--- config.mk ---
export PLATFORM = sky130hd
export DESIGN_NAME = ram_uart_dumper
export DESIGN_NICKNAME = d
export VERILOG_FILES = /design/src/rtl/ram_uart_pkg.sv /design/src/rtl/uart_tx_byte.sv /design/src/rtl/ram_uart_dumper.sv
export SDC_FILE = /design/constraint.sdc
export NUM_CORES = 1
export LEC_CHECK = 0
export ABC_AREA = 1
export BUFFER_PORTS_ARGS = -buffer_cell sky130_fd_sc_hd__buf_2
export CAP_MARGIN = 20
export CORE_MARGIN = 1.5
export CORE_UTILIZATION = 55
export CTS_CLUSTER_SIZE = 12
export DETAILED_ROUTE_END_ITERATION = 12
export MAX_ROUTING_LAYER = met4
export PLACE_DENSITY = 0.74
export SYNTH_ARGS = -nofsm -noshare
export SYNTH_HDL_FRONTEND = slang
export SYNTH_SLANG_ARGS = --single-unit
--- constraint.sdc ---
create_clock -name clk -period 2.16 [get_ports clk]
set_input_delay 0.54 -clock clk [delete_from_list [all_inputs] [get_ports clk]]
set_output_delay 0.54 -clock clk [all_outputs]
set_load 0.01 [all_outputs]
--- src/rtl/ram_uart_pkg.sv ---
// Shared types and constants for the RAM-to-UART hex dumper.
package ram_uart_pkg;

   typedef enum logic [2:0] {
      S_IDLE,
      S_FETCH,
      S_LATCH,
      S_SEND,
      S_DONE
   } state_t;

   localparam logic [7:0] ASCII_COLON     = 8'h3A;
   localparam logic [7:0] ASCII_CR        = 8'h0D;
   localparam logic [7:0] ASCII_LF        = 8'h0A;
   localparam int         CHARS_PER_ENTRY = 8;

   function automatic logic [7:0] hex_to_ascii(input logic [3:0] nib);
      if (nib < 4'd10) return 8'h30 + {4'h0, nib};
      else             return 8'h37 + {4'h0, nib};
   endfunction

endpackage

--- src/rtl/uart_tx_byte.sv ---
// 8N1 UART byte serialiser; accepts a byte on valid && ready, start bit follows next cycle.
module uart_tx_byte #(
   parameter int CLKS_PER_BIT = 868
) (
   input  logic       clk,
   input  logic       rst_n,
   input  logic [7:0] data,
   input  logic       valid,
   output logic       ready,
   output logic       tx
);

   localparam int            CW       = $clog2(CLKS_PER_BIT);
   localparam logic [CW-1:0] CNT_LAST = CW'(CLKS_PER_BIT - 1);

   logic          active_q, active_d;
   logic [CW-1:0] cnt_q, cnt_d;
   logic [3:0]    bit_q, bit_d;
   logic [8:0]    shift_q, shift_d;
   logic          tx_q, tx_d;

   always_ff @(posedge clk or negedge rst_n) begin
      if (!rst_n) begin
         active_q <= 1'b0;
         cnt_q    <= '0;
         bit_q    <= '0;
         shift_q  <= '1;
         tx_q     <= 1'b1;
      end else begin
         active_q <= active_d;
         cnt_q    <= cnt_d;
         bit_q    <= bit_d;
         shift_q  <= shift_d;
         tx_q     <= tx_d;
      end
   end

   // bit_q: 0 = start bit, 1..8 = data bits, 9 = stop bit (shifted in from the top)
   always_comb begin
      active_d = active_q;
      cnt_d    = cnt_q;
      bit_d    = bit_q;
      shift_d  = shift_q;
      tx_d     = tx_q;
      if (!active_q) begin
         if (valid) begin
            active_d = 1'b1;
            cnt_d    = '0;
            bit_d    = '0;
            shift_d  = {1'b1, data};
            tx_d     = 1'b0;
         end
      end else if (cnt_q == CNT_LAST) begin
         cnt_d = '0;
         if (bit_q == 4'd9) begin
            active_d = 1'b0;
            tx_d     = 1'b1;
         end else begin
            tx_d    = shift_q[0];
            shift_d = {1'b1, shift_q[8:1]};
            bit_d   = bit_q + 4'd1;
         end
      end else begin
         cnt_d = cnt_q + 1'b1;
      end
   end

   assign ready = !active_q;
   assign tx    = tx_q;

endmodule

--- src/rtl/ram_uart_dumper.sv ---
// Walks the display RAM once per start pulse and prints each entry as "A:DDDD\r\n" over UART.
module ram_uart_dumper
   import ram_uart_pkg::*;
#(
   parameter int CLKS_PER_BIT = 868,
   parameter int DEPTH        = 16
) (
   input  logic        clk,
   input  logic        rst_n,
   input  logic        start,
   output logic [3:0]  ram_adr,
   input  logic [15:0] ram_dout,
   output logic        tx,
   output logic        busy,
   output logic [3:0]  cur_adr
);

   localparam logic [3:0] LAST_ADR = 4'(DEPTH - 1);
   localparam logic [2:0] LAST_CHR = 3'(CHARS_PER_ENTRY - 1);

   state_t      state_q, state_d;
   logic [3:0]  adr_q, adr_d;
   logic [3:0]  cur_q, cur_d;
   logic [15:0] hold_q, hold_d;
   logic [2:0]  chr_q, chr_d;

   logic        tx_valid;
   logic        tx_ready;
   logic [7:0]  tx_data;

   always_ff @(posedge clk or negedge rst_n) begin
      if (!rst_n) begin
         state_q <= S_IDLE;
         adr_q   <= '0;
         cur_q   <= '0;
         hold_q  <= '0;
         chr_q   <= '0;
      end else begin
         state_q <= state_d;
         adr_q   <= adr_d;
         cur_q   <= cur_d;
         hold_q  <= hold_d;
         chr_q   <= chr_d;
      end
   end

   always_comb begin
      tx_data = hex_to_ascii(adr_q);
      case (chr_q)
         3'd0:    tx_data = hex_to_ascii(adr_q);
         3'd1:    tx_data = ASCII_COLON;
         3'd2:    tx_data = hex_to_ascii(hold_q[15:12]);
         3'd3:    tx_data = hex_to_ascii(hold_q[11:8]);
         3'd4:    tx_data = hex_to_ascii(hold_q[7:4]);
         3'd5:    tx_data = hex_to_ascii(hold_q[3:0]);
         3'd6:    tx_data = ASCII_CR;
         default: tx_data = ASCII_LF;
      endcase
   end

   // The address character needs no RAM data, so LATCH already offers it;
   // this keeps the first start bit two cycles after FETCH.
   always_comb begin
      state_d  = state_q;
      adr_d    = adr_q;
      cur_d    = cur_q;
      hold_d   = hold_q;
      chr_d    = chr_q;
      tx_valid = 1'b0;
      case (state_q)
         S_IDLE: begin
            if (start) begin
               adr_d   = '0;
               state_d = S_FETCH;
            end
         end
         S_FETCH: state_d = S_LATCH;
         S_LATCH: begin
            hold_d   = ram_dout;
            tx_valid = 1'b1;
            state_d  = S_SEND;
            if (tx_ready) begin
               chr_d = chr_q + 3'd1;
               cur_d = adr_q;
            end
         end
         S_SEND: begin
            tx_valid = 1'b1;
            if (tx_ready) begin
               chr_d = chr_q + 3'd1;
               if (chr_q == 3'd0) cur_d = adr_q;
               // Prefetch the next entry while its predecessor's LF is on the wire.
               if (chr_q == LAST_CHR) begin
                  if (adr_q == LAST_ADR) begin
                     adr_d   = '0;
                     state_d = S_DONE;
                  end else begin
                     adr_d   = adr_q + 4'd1;
                     state_d = S_FETCH;
                  end
               end
            end
         end
         S_DONE: begin
            if (tx_ready) begin
               if (start) begin
                  adr_d   = '0;
                  state_d = S_FETCH;
               end else begin
                  state_d = S_IDLE;
               end
            end
         end
         default: state_d = S_IDLE;
      endcase
   end

   uart_tx_byte #(
      .CLKS_PER_BIT(CLKS_PER_BIT)
   ) u_tx (
      .clk  (clk),
      .rst_n(rst_n),
      .data (tx_data),
      .valid(tx_valid),
      .ready(tx_ready),
      .tx   (tx)
   );

   // busy drops in the first idle cycle after the final stop bit.
   assign busy    = (state_q != S_IDLE) && !((state_q == S_DONE) && tx_ready);
   assign ram_adr = adr_q;
   assign cur_adr = cur_q;

endmodule

==> Word-level counts from Yosys, hierarchy flattened <==
Cells that the tools add are included.
{ "word_totals": {"register_bits": 55, "input_bits": 19, "out_inout_bits": 10, "wordCells": 112} }
{ "op_classes": {"n_addsub": 14, "magnitude_cmp": 5, "n_eq_ne": 22, "mux": 43, "bitwise_logic": 1, "reduce_logical": 17} }
{ "op_table": {"columns": ["cell", "count"], "rows": [
  ["adder 6 x 4 -> 7 bit (first input constant)", 10],
  ["case mux 8 bit (7 select lines)", 1],
  ["two-way mux 4 bit", 12],
  ["two-way mux 9 bit", 4],
  ["two-way mux 7 bit", 5],
  ["two-way mux 10 bit", 3],
  ["< comparator 4 bit (second input constant)", 5],
  ["!= test 2 bit (second input constant)", 8],
  ["equality test 3 bit (second input constant)", 5],
  ["two-way mux 3 bit", 5],
  ["case mux 3 bit (5 select lines)", 1],
  ["equality test 3 x 2 -> 1 bit (second input constant)", 4],
  ["case mux 4 bit (3 select lines)", 1],
  ["AND reduction 4 bit", 3],
  ["adder 10 x 1 -> 10 bit (second input constant)", 1],
  ["equality test 10 bit (second input constant)", 1],
  ["two-way mux 1 bit", 10],
  ["adder 4 x 1 -> 4 bit (second input constant)", 2],
  ["equality test 4 bit (second input constant)", 2],
  ["case mux 4 bit (2 select lines)", 1],
  ["equality test 3 x 1 -> 1 bit (second input constant)", 2],
  ["logical NOT 3 bit", 2],
  ["nonzero test 3 bit", 2],
  ["AND reduction 2 bit", 2],
  ["other kinds (7)", 10]
]} }

==> Logic depth before layout (Yosys ltp) <==
Gate-level depths: netlist (run 1).
{ "logic_depth": {"word_depth": 5, "ltp_mapped": 12} }

==> Cells and area by module <==
From an unflattened synthesis (run 1), not the netlist that was laid out.
{ "hier_totals": {"hier_cells": 520, "hier_area_um2": 3595.9} }
{ "modules_own_cells": {"columns": ["mod", "instances", "cells_per_inst", "area_per_inst_um2", "seq_area_each_um2"], "rows": [
  ["ram_uart_dumper", 1, 333, 2153.3, 750.7],
  ["uart_tx_byte", 1, 187, 1442.6, 611.8]
]} }

==> Least setup slack after synthesis (run 1) <==
OpenSTA, ideal clock, no wires.
{ "synth_path": {"kind": "reg2reg", "start": "register chr_q[0]", "end": "register u_tx.shift_q[1]", "setup_time_ns": 0.060, "arrival_time_ns": 1.377, "path_slack_ns": 0.723, "path_stages_with_launch": 13, "path_buffers": 0, "period_less_slack_ns": 1.437, "path_cell_list": "dfrtp_1 -> inv_1 -> ha_1 -> inv_1 -> nor2_1 -> nand2_1 -> a21oi_1 -> nor2_1 -> nand2_1 -> inv_1 -> nand2_1 -> nand2_1 -> nand2_1"} }
{ "synth_via": {"elab_chain_len": 4, "word_cells_on_any_way": 10, "classes_between": "eq/ne (6); mux (3); reduce/logical (1)"} }
{ "synth_lines": {"columns": ["element", "line_no", "rtl"], "rows": [
  ["from (decl)", "ram_uart_dumper.sv:25", "logic [2:0] chr_q, chr_d;"],
  ["from (signal assigned)", "ram_uart_dumper.sv:43", "chr_q <= chr_d;"],
  ["equality test 3 bit, or another cell as far along", "ram_uart_dumper.sv:49", "case (chr_q)"],
  ["case mux 8 bit (7 select lines) *", "ram_uart_dumper.sv:49", null],
  ["two-way mux 9 bit *", "uart_tx_byte.sv:46", "if (valid) begin"],
  ["two-way mux 9 bit *", "uart_tx_byte.sv:45", "if (!active_q) begin"],
  ["to (signal assigned)", "uart_tx_byte.sv:33", "shift_q <= shift_d;"],
  ["to (decl)", "uart_tx_byte.sv:19", "logic [8:0] shift_q, shift_d;"]
]} }
Every way passes the cells marked *; elsewhere a longest branch is shown, timed or not. The select of a mux whose other input is x is not followed.
A chain may end at the register's enable or synchronous reset.

==> Final worst setup path (run 1) <==
{ "layout_path": {"start": "register u_tx.active_q", "end": "output busy"} }
{ "layout_via": {"elab_chain_len": 4} }
{ "layout_lines": {"columns": ["element", "line_no", "rtl"], "rows": [
  ["from (decl)", "uart_tx_byte.sv:16", "logic active_q, active_d;"],
  ["from (signal assigned)", "uart_tx_byte.sv:30", "active_q <= active_d;"],
  ["logical NOT 1 bit", null, null],
  ["logical AND 1 bit", "ram_uart_dumper.sv:130", "assign busy = (state_q != S_IDLE) && !((state_q == S_DONE) && tx_ready);"],
  ["logical NOT 1 bit", "ram_uart_dumper.sv:130", null],
  ["logical AND 1 bit", "ram_uart_dumper.sv:130", null],
  ["to (decl)", "ram_uart_dumper.sv:14", "output logic busy,"]
]} }
Every way passes these cells.

==> results of run 1 <==
## layer usage
| layer | up-vias | part of all wire, % | wire [um] | global-route usage (%) |
|---|---|---|---|---|
| li1 | 1575 | - | - | - |
| met1 | 1414 | 49 | 3530 | 31.4 |
| met2 | 52 | 47 | 3360 | 39.7 |
| met3 | 7 | 2.8 | 202 | 3.44 |
| met4 | 0 | 0.89 | 64 | 6.27 |
| met5 | - | 0 | 0 | - |
## cell type report
| type | count | area, um2 |
|---|---|---|
| fillers | 549 | 2190 |
| multi-input cells | 349 | 1780 |
| flip-flops and latches | 54 | 1360 |
| inverters | 68 | 258 |
| repair buffers | 29 | 160 |
| well taps | 75 | 93.8 |
| clock buffers | 5 | 68.8 |
| clock inverters | 3 | 43.8 |
## worst max-delay path by stage
| stage | end | slack (ps) | cells past startpoint |
|---|---|---|---|
| after floorplan | u_tx.shift_q[1] | 720 | 12 |
| after detailed placement | u_tx.shift_q[1] | 450 | 11 |
| after CTS | busy | 250 | 3 |
| after global routing | u_tx.shift_q[1] | 120 | 11 |
| final | busy | 260 | 3 |
| after global placement | u_tx.shift_q[1] | 450 | 11 |
## power by group
group / total (mW) / switching, mW / internal [mW]
Sequential: 1.67 / 0.324 / 1.35
Clock: 0.688 / 0.340 / 0.348
Combinational: 1.96 / 1.25 / 0.709
Total: 4.32 / 1.91 / 2.41
## kinds of logic after synthesis
kind of cell	synth area share [%]
compound gates	10.8
xor+xnor	2.05
buf+inv	8.09
simple gates	33.7
flops	39.8
fa+ha+maj	5.49
## through the flow
step                setup WS [ps]  util, %  std cells
CTS                           250     63.3        583
detailed placement            452     61.4        575
finish                        257     63.3        583
global placement              445     61.4        575
global route                  125     63.3        583
floorplan                     723        -        475
## Yosys cell counts, types with 3 or more instances
cell type / instances / area, um2
nand2_1: 129 / 484
inv_1: 63 / 236
nor2_1: 63 / 236
dfrtp_1: 45 / 1130
nand3_1: 42 / 210
a21oi_1: 27 / 135
o21ai_0: 22 / 110
ha_1: 15 / 188
dfstp_2: 9 / 236
o21ai_1: 8 / 40.0
o22ai_1: 7 / 43.8
xor2_1: 6 / 52.6
inv_2: 4 / 15.0
nand2_4: 4 / 45.0
nand4_1: 4 / 25.0
buf_2: 3 / 15.0
o21ai_2: 3 / 26.3
or2_2: 3 / 18.8
## sequential cells by signal, indices dropped and copies added (netlist names)
register,cells
u_tx.cnt_q,10
hold_q,16
u_tx.active_q,1
u_tx.tx,1
cur_adr,4
u_tx.bit_q,4
ram_adr,4
u_tx.shift_q,8
chr_q,3
state_q,3
## cells in the final DEF, fill, tap and decap left out, types with 2 or more instances in the layout
cell / synthesis / routed
a21oi_1: 27 / 27
buf_2: 3 / 28
clkbuf_8: 0 / 5
dfrtp_1: 45 / 45
dfstp_2: 9 / 9
ha_1: 15 / 15
inv_1: 63 / 63
inv_2: 4 / 4
nand2_1: 129 / 129
nand2_2: 2 / 2
nand2_4: 4 / 4
nand3_1: 42 / 42
nand3_4: 2 / 2
nand4_1: 4 / 4
nor2_1: 63 / 63
nor2_2: 2 / 2
nor3_1: 2 / 2
o21ai_0: 22 / 22
o21ai_1: 8 / 8
o21ai_2: 3 / 3
o22ai_1: 7 / 7
or2_2: 3 / 3
xnor2_1: 2 / 2
xor2_1: 6 / 6
## critical path: stages, from the launching register on
cell and delay, ps:
dfrtp_1 600, inv_4 130, o21ai_0 170, buf_2 150
==> flow_summary.yaml, run 1 <==
run_status:
  outcome: "complete, no violations"
drt:
  drc_errors: 0
  drtPass1Iterations: 5
  via_per_inst: 5.23
  via_count: 3048
  postRouteAntennaNets: 0
  postRouteWirelength_mm: 7.16
  drtIter0Drc: 140
  avgRoutedWirePerCell_um: 12.3
setup_path:
  worstPathArrival_ps: 1360
  startpoint_type: "register"
  required_ps: 1620
  worst-path-max-fanout: 9
  worstReg2RegEnd: "u_tx.shift_q[1]"
  worstReg2RegStart: "chr_q[0]"
  rr_worst_depth: 12
  r2r_slack_ps: 420
  cp-startpoint: "u_tx.active_q"
  crit_path_end_kind: "primary output"
  worstSetupPathType: "reg -> out"
timing:
  tns_ps: 0
  whs_ps: 182
  final-max-slew-violation-count: 0
  finalClockSkew_ps: 8.14
  tightestPinTransition_ps: 515
  finalSetupViolations: 0
  finalHoldViolations: 0
  min_period_ps: 1900
  relSlewSlack_pct: 65.7
  max_freq_ghz: 0.525
  rsz0062_at_grt: "no"
  finalCritPeriodShare_pct: 88.1
worst_hold_path:
  hp-class: "in -> async"
synthesis:
  syn-cell-area_mm2: 0.00342
  synth_seq_cells: 54
  synth_cells: 475
  synthArstFlopShare_pct: 100
  synth-edff-count: 0
  synth_fp_nets: 509
  avgSynthCellArea_um2: 7.20
  ys.flop_type: "dfrtp_1"
  yosysSeqAreaShare_pct: 39.8
  ys_types: 31
  yosys_warnings: 0
clock_tree:
  ctsHtreeMaxLevel: 2
  cts_setup_buffers: 0
  cts_sinks: 54
  cts_max_path_buffers: 2
  cts.repair.resized: 0
  hold_buffers: 0
  clk_pin_slew_ps: 100
  clock-root-buffer: "clkbuf_8"
  cts_buffers: 5
  clock_latency_ps: 310
  cts_tree: "built"
final_layout:
  drive_above_1_share_pct: 14.0
  syn2layout_area_growth_pct: 10.2
  antenna_cells: 0
  layout.nets: 541
  final_area_mm2: 0.00377
floorplanning:
  io_pins: 29
  start_util_pct: 57.4
  fp.dieH_um: 81.9
  die_area_mm2: 0.00670
  placeableCoreArea_mm2: 0.00596
  die_w_um: 81.9
  rows: 28
power:
  power.density_mw_per_mm2: 1150
  p_total_mw: 4.32
  vdd_drop_max_mv: 0.614
  power_leakage_nw: 1.96
grt:
  grt_overflow: 0
  grtUsageTotal_pct: 24.2
  grt_pass1_vias: 2857
  grt_first_pass_wirelength_mm: 12.2
  antenna_found_initial: 0
  grt_max_degree: 35
place:
  hpwl_mm: 5.59
  dpl_cell_area_mm2: 0.00365
  gp_congestion: 0.939
  io_buffers: 28
flow_run:
  drv_cap: 0
(Power assumes the default switching activity.)
==> run 2, diff against run 1 <==
- CORE_MARGIN: 1.5 -> 2
- clock period: 2.16 -> 1.9 ns (I/O delays scaled with it)
==> run 2 against run 1 <==
  * Final cell count rose by 0.34%
  * Highest routed layer unchanged
  * First-iteration DRC count rose by 26%
  * Worst hold slack got worse by 38 ps
  * Non-clock buffer count rose by 2
  * Clock power rose by 38%
  * Clock-buffer cell count rose by 1
  * Global-route usage fell by 1.4 points
==> flow_summary.yaml, run 2 (synthesis gave the netlist of run 1 again) <==
floorplanning:
  fp.dieH_um: 82.9
  rows: 28
  start_util_pct: 57.4
  die_w_um: 82.9
  io_pins: 29
  die_area_mm2: 0.00686
  placeableCoreArea_mm2: 0.00596
clock_tree:
  cts_sinks: 54
  clk_pin_slew_ps: 100
  cts_tree: "built"
  clock-root-buffer: "clkbuf_8"
  hold_buffers: 0
  cts_max_path_buffers: 2
  clock_latency_ps: 310
  cts_buffers: 5
  ctsHtreeMaxLevel: 2
setup_path:
  startpoint_type: "register"
  crit_path_end_kind: "primary output"
  max_stage_delay_ps: 530
  crit_chain: "inv_4 > o21ai_0 > buf_2"
  r2r_slack_ps: 240
  worst-path-max-fanout: 9
  worstReg2RegEnd: "u_tx.shift_q[1]"
  worstReg2RegStart: "chr_q[2]"
  worstSetupPathType: "reg -> out"
  worstPathArrival_ps: 1290
  rr_worst_depth: 11
  required_ps: 1420
  cpMaxStageDelayCell: "dfrtp_1"
final_layout:
  largest_reg_flops: 16
  final_common_cell: "nand2_1"
  reg_top3: "hold_q x16, u_tx.cnt_q x10, u_tx.shift_q x8"
  layout.nets: 543
  drive_above_1_share_pct: 14.9
  post-route-util_pct: 64.1
  final_cell_mix: "129 x nand2_1, 63 x inv_1, 61 x nor2_1, 45 x dfrtp_1, 42 x nand3_1"
  syn2layout_area_growth_pct: 11.7
  antenna_cells: 0
  regMostFlops: "hold_q"
power:
  power.density_mw_per_mm2: 1330
  power_leakage_nw: 1.98
  vdd_drop_max_mv: 0.705
run_status:
  outcome: "complete, no violations"
timing:
  max_freq_ghz: 0.568
  relSlewSlack_pct: 76.4
  tns_ps: 0
  min_period_ps: 1760
  finalCritPeriodShare_pct: 92.6
  rsz0062_at_grt: "no"
  finalSetupViolations: 0
  finalHoldViolations: 0
  tightestPinTransition_ps: 353
  setup_ws_ps: 140
  final-max-slew-violation-count: 0
  finalClockSkew_ps: 4.73
  whs_ps: 144
drt:
  drtPass1Iterations: 4
  avgRoutedWirePerCell_um: 12.2
  drtIter0Drc: 176
  postRouteWirelength_mm: 7.14
  via_count: 2994
  via_per_inst: 5.12
  drc_errors: 0
  postRouteAntennaNets: 0
place:
  gp_congestion: 0.896
  hpwl_mm: 5.43
  io_buffers: 28
  place_ws_ps: 206
worst_hold_path:
  hp-class: "in -> async"
grt:
  antenna_found_initial: 0
  grt_overflow: 0
  grt_first_pass_wirelength_mm: 12.7
  grtUsageTotal_pct: 22.8
  grt_pass1_vias: 2887
  grt_max_degree: 55
flow_run:
  drv_cap: 0
-- run 2: layout make-up --
class                   count  area (um2)
fillers                   525        2140
multi-input cells         349        1790
flip-flops and latches     54        1360
inverters                  68         258
repair buffers             31         175
well taps                  75        93.8
clock buffers               6        82.6
clock inverters             2        60.1
-- run 2: worst max-delay path by stage --
stage,startpoint,endpoint,slack (ps),depth (start not counted)
3_3_place_gp,chr_q[2],u_tx.shift_q[1],200,11
3_5_place_dp,chr_q[0],u_tx.shift_q[1],210,12
4_1_cts,u_tx.active_q,busy,120,3
2_1_floorplan,chr_q[0],u_tx.shift_q[1],460,12
5_1_grt,chr_q[2],u_tx.shift_q[1],10,11
6_report,u_tx.active_q,busy,140,3
-- run 2: critical path: cells and delay by family (launching register included) --
family          cells  cell delay [ps]
compound gates      1              170
buf+inv             2              280
flops               1              530
-- run 2: where the power goes --
part | internal, mW | switching, mW
registers | 1.53 | 0.369
clock network | 0.562 | 0.384
logic | 0.829 | 1.42
total | 2.92 | 2.17
-- run 2: metrics by stage --
step | cell area (um2) | cells | total power, mW
after global routing | 3820 | 585 | 5.59
final | 3820 | 585 | 5.09
after floorplan | 3420 | 475 | 3.61
after CTS | 3810 | 585 | 5.11
after detailed placement | 3670 | 577 | 4.15
after global placement | 3670 | 577 | 4.10
-- run 2: what timing repair did --
action | CTS | global route
setup endpoints to repair | 0 | 2
resized for setup | 0 | 3
endpoints found under the hold margin | 0 | 0
setup buffers | 0 | 0
-- run 2: routing by layer --
metal  up-vias  wire (um)  track usage [%]
met3         9        136             3.28
met2        38       3250             35.6
li1       1579          -                -
met1      1368       3650             30.5
met4         0         99             8.05
met5         -          0                -
==> run 3, diff against run 2 <==
- CORE_ASPECT_RATIO: default -> 0.9
==> run 3 against run 2 <==
  * Non-clock buffer count up 1
  * Total power down 2.5%
  * First-iteration DRC count down 43%
  * Register-to-register slack worse by 120 ps
  * Core utilization down 1.8 points
  * Clock skew up 6.5 ps
==> flow_summary.yaml, run 3 (synthesis gave the netlist of run 1 again) <==
setup_path:
  worstSetupPathType: "reg -> reg"
  rr_worst_depth: 11
  worstReg2RegStart: "chr_q[2]"
  crit_path_end_kind: "register"
  startpoint_type: "register"
  worstReg2RegEnd: "u_tx.shift_q[1]"
  required_ps: 2140
  r2r_slack_ps: 120
  worstPathArrival_ps: 2020
  worst-path-max-fanout: 8
power:
  power.density_mw_per_mm2: 1310
  combinationalPowerShare_pct: 45.9
  p_sw_share_pct: 43.5
  power_frac_seq_pct: 38.2
  p_total_mw: 4.97
  netSwitchingPower_mw: 2.16
  power_leakage_nw: 1.97
  internal-power_mw: 2.81
  pwr-share-clk_pct: 15.9
  vdd_drop_max_mv: 0.681
grt:
  grt_pass1_vias: 2898
  grt_overflow: 0
  grt_max_degree: 55
  grt_first_pass_wirelength_mm: 12.6
  antenna_found_initial: 0
  grtUsageTotal_pct: 23.4
worst_hold_path:
  hp-class: "in -> async"
run_status:
  outcome: "complete, no violations"
clock_tree:
  clk_pin_slew_ps: 90
  cts_sinks: 54
  clock_latency_ps: 300
  cts_tree: "built"
  cts_buffers: 5
  cts_max_path_buffers: 2
  hold_buffers: 0
  cts_setup_buffers: 0
  cts.repair.resized: 0
  clock-root-buffer: "clkbuf_8"
  ctsHtreeMaxLevel: 2
final_layout:
  regMostFlops: "hold_q"
  final_cells: 583
  layout.nets: 544
  largest_reg_flops: 16
  final_cell_mix: "129 x nand2_1, 63 x inv_1, 63 x nor2_1, 44 x dfrtp_1, 42 x nand3_1"
  multi_input_area_mm2: 0.00178
  antenna_cells: 0
  drive_above_1_share_pct: 14.7
  seqCellArea_mm2: 0.00136
  reg_top3: "hold_q x16, u_tx.cnt_q x10, u_tx.shift_q x8"
  final_common_cell: "nand2_1"
  post-route-util_pct: 62.4
  syn2layout_area_growth_pct: 10.9
  final_area_mm2: 0.00379
  fillers: 579
drt:
  drtIter0Drc: 100
  postRouteWirelength_mm: 7.18
  avgRoutedWirePerCell_um: 12.3
  postRouteAntennaNets: 0
  drc_errors: 0
  via_per_inst: 5.08
  drtPass1Iterations: 5
  via_count: 2962
place:
  hpwl_mm: 5.52
  place_ws_ps: 100
  place_inst: 575
  dpl_cell_area_mm2: 0.00367
  gp_congestion: 0.923
  io_buffers: 28
timing:
  rsz0062_at_grt: "no"
  min_period_ps: 1780
  setup_ws_ps: 118
  finalCritPeriodShare_pct: 93.8
  max_freq_ghz: 0.561
  tns_ps: 0
  whs_ps: 140
  relSlewSlack_pct: 71.9
  finalSetupViolations: 0
  final-max-slew-violation-count: 0
  finalClockSkew_ps: 11.2
  tightestPinTransition_ps: 420
  finalHoldViolations: 0
floorplanning:
  start_util_pct: 56.2
  io_pins: 29
  placeableCoreArea_mm2: 0.00608
  rows: 27
  die_area_mm2: 0.00687
  die_w_um: 87.1
  fp.dieH_um: 78.8
flow_run:
  drv_cap: 0
## run 3: final cells by class
cell class / instances / share of cell area [%]
Inverter: 68 / 6.79
Tap cell: 72 / 2.37
Timing Repair Buffer: 32 / 4.82
Clock inverter: 1 / 0.792
Sequential cell: 54 / 35.9
Clock buffer: 7 / 2.28
Multi-Input combinational cell: 349 / 47.0
## run 3: how the worst max path moves through the flow
stage          startpoint  slack (ps)         endpoint  cells past startpoint
2_1_floorplan    chr_q[0]         460  u_tx.shift_q[1]                     12
3_3_place_gp     chr_q[2]         100  u_tx.shift_q[1]                     11
3_5_place_dp     chr_q[2]         100  u_tx.shift_q[1]                     11
4_1_cts          chr_q[2]          70  u_tx.shift_q[1]                     11
5_1_grt          chr_q[0]           9  u_tx.shift_q[2]                     12
6_report         chr_q[2]         120  u_tx.shift_q[1]                     11
## run 3: power by group through the flow
| stage | Clock (mW) | Sequential (mW) | Combinational (mW) |
|---|---|---|---|
| floorplan | 0 | 1.84 | 1.77 |
| global placement | 0 | 1.90 | 2.21 |
| detailed placement | 0 | 1.91 | 2.26 |
| CTS | 0.823 | 1.89 | 2.28 |
| global route | 0.871 | 1.96 | 2.64 |
| finish | 0.791 | 1.90 | 2.28 |
## run 3: metal layers
metal	part of all wire [%]	up-vias	wire, um	global-route usage [%]
met4	1.2	0	89	7.23
met1	49	1316	3510	30.3
met5	0	-	0	-
met3	2.8	8	203	3.33
li1	-	1583	-	-
met2	47	55	3370	38.5
## run 3: worst max-delay path, cell delays in order, from the launching register on
cell	delay [ps]
dfrtp_1	490
inv_1	190
ha_2	290
inv_1	110
nand3_1	110
nand3_1	120
nor2_1	120
nand2_1	80
inv_1	60
nand2_1	50
nand2_1	50
nand2_1	50
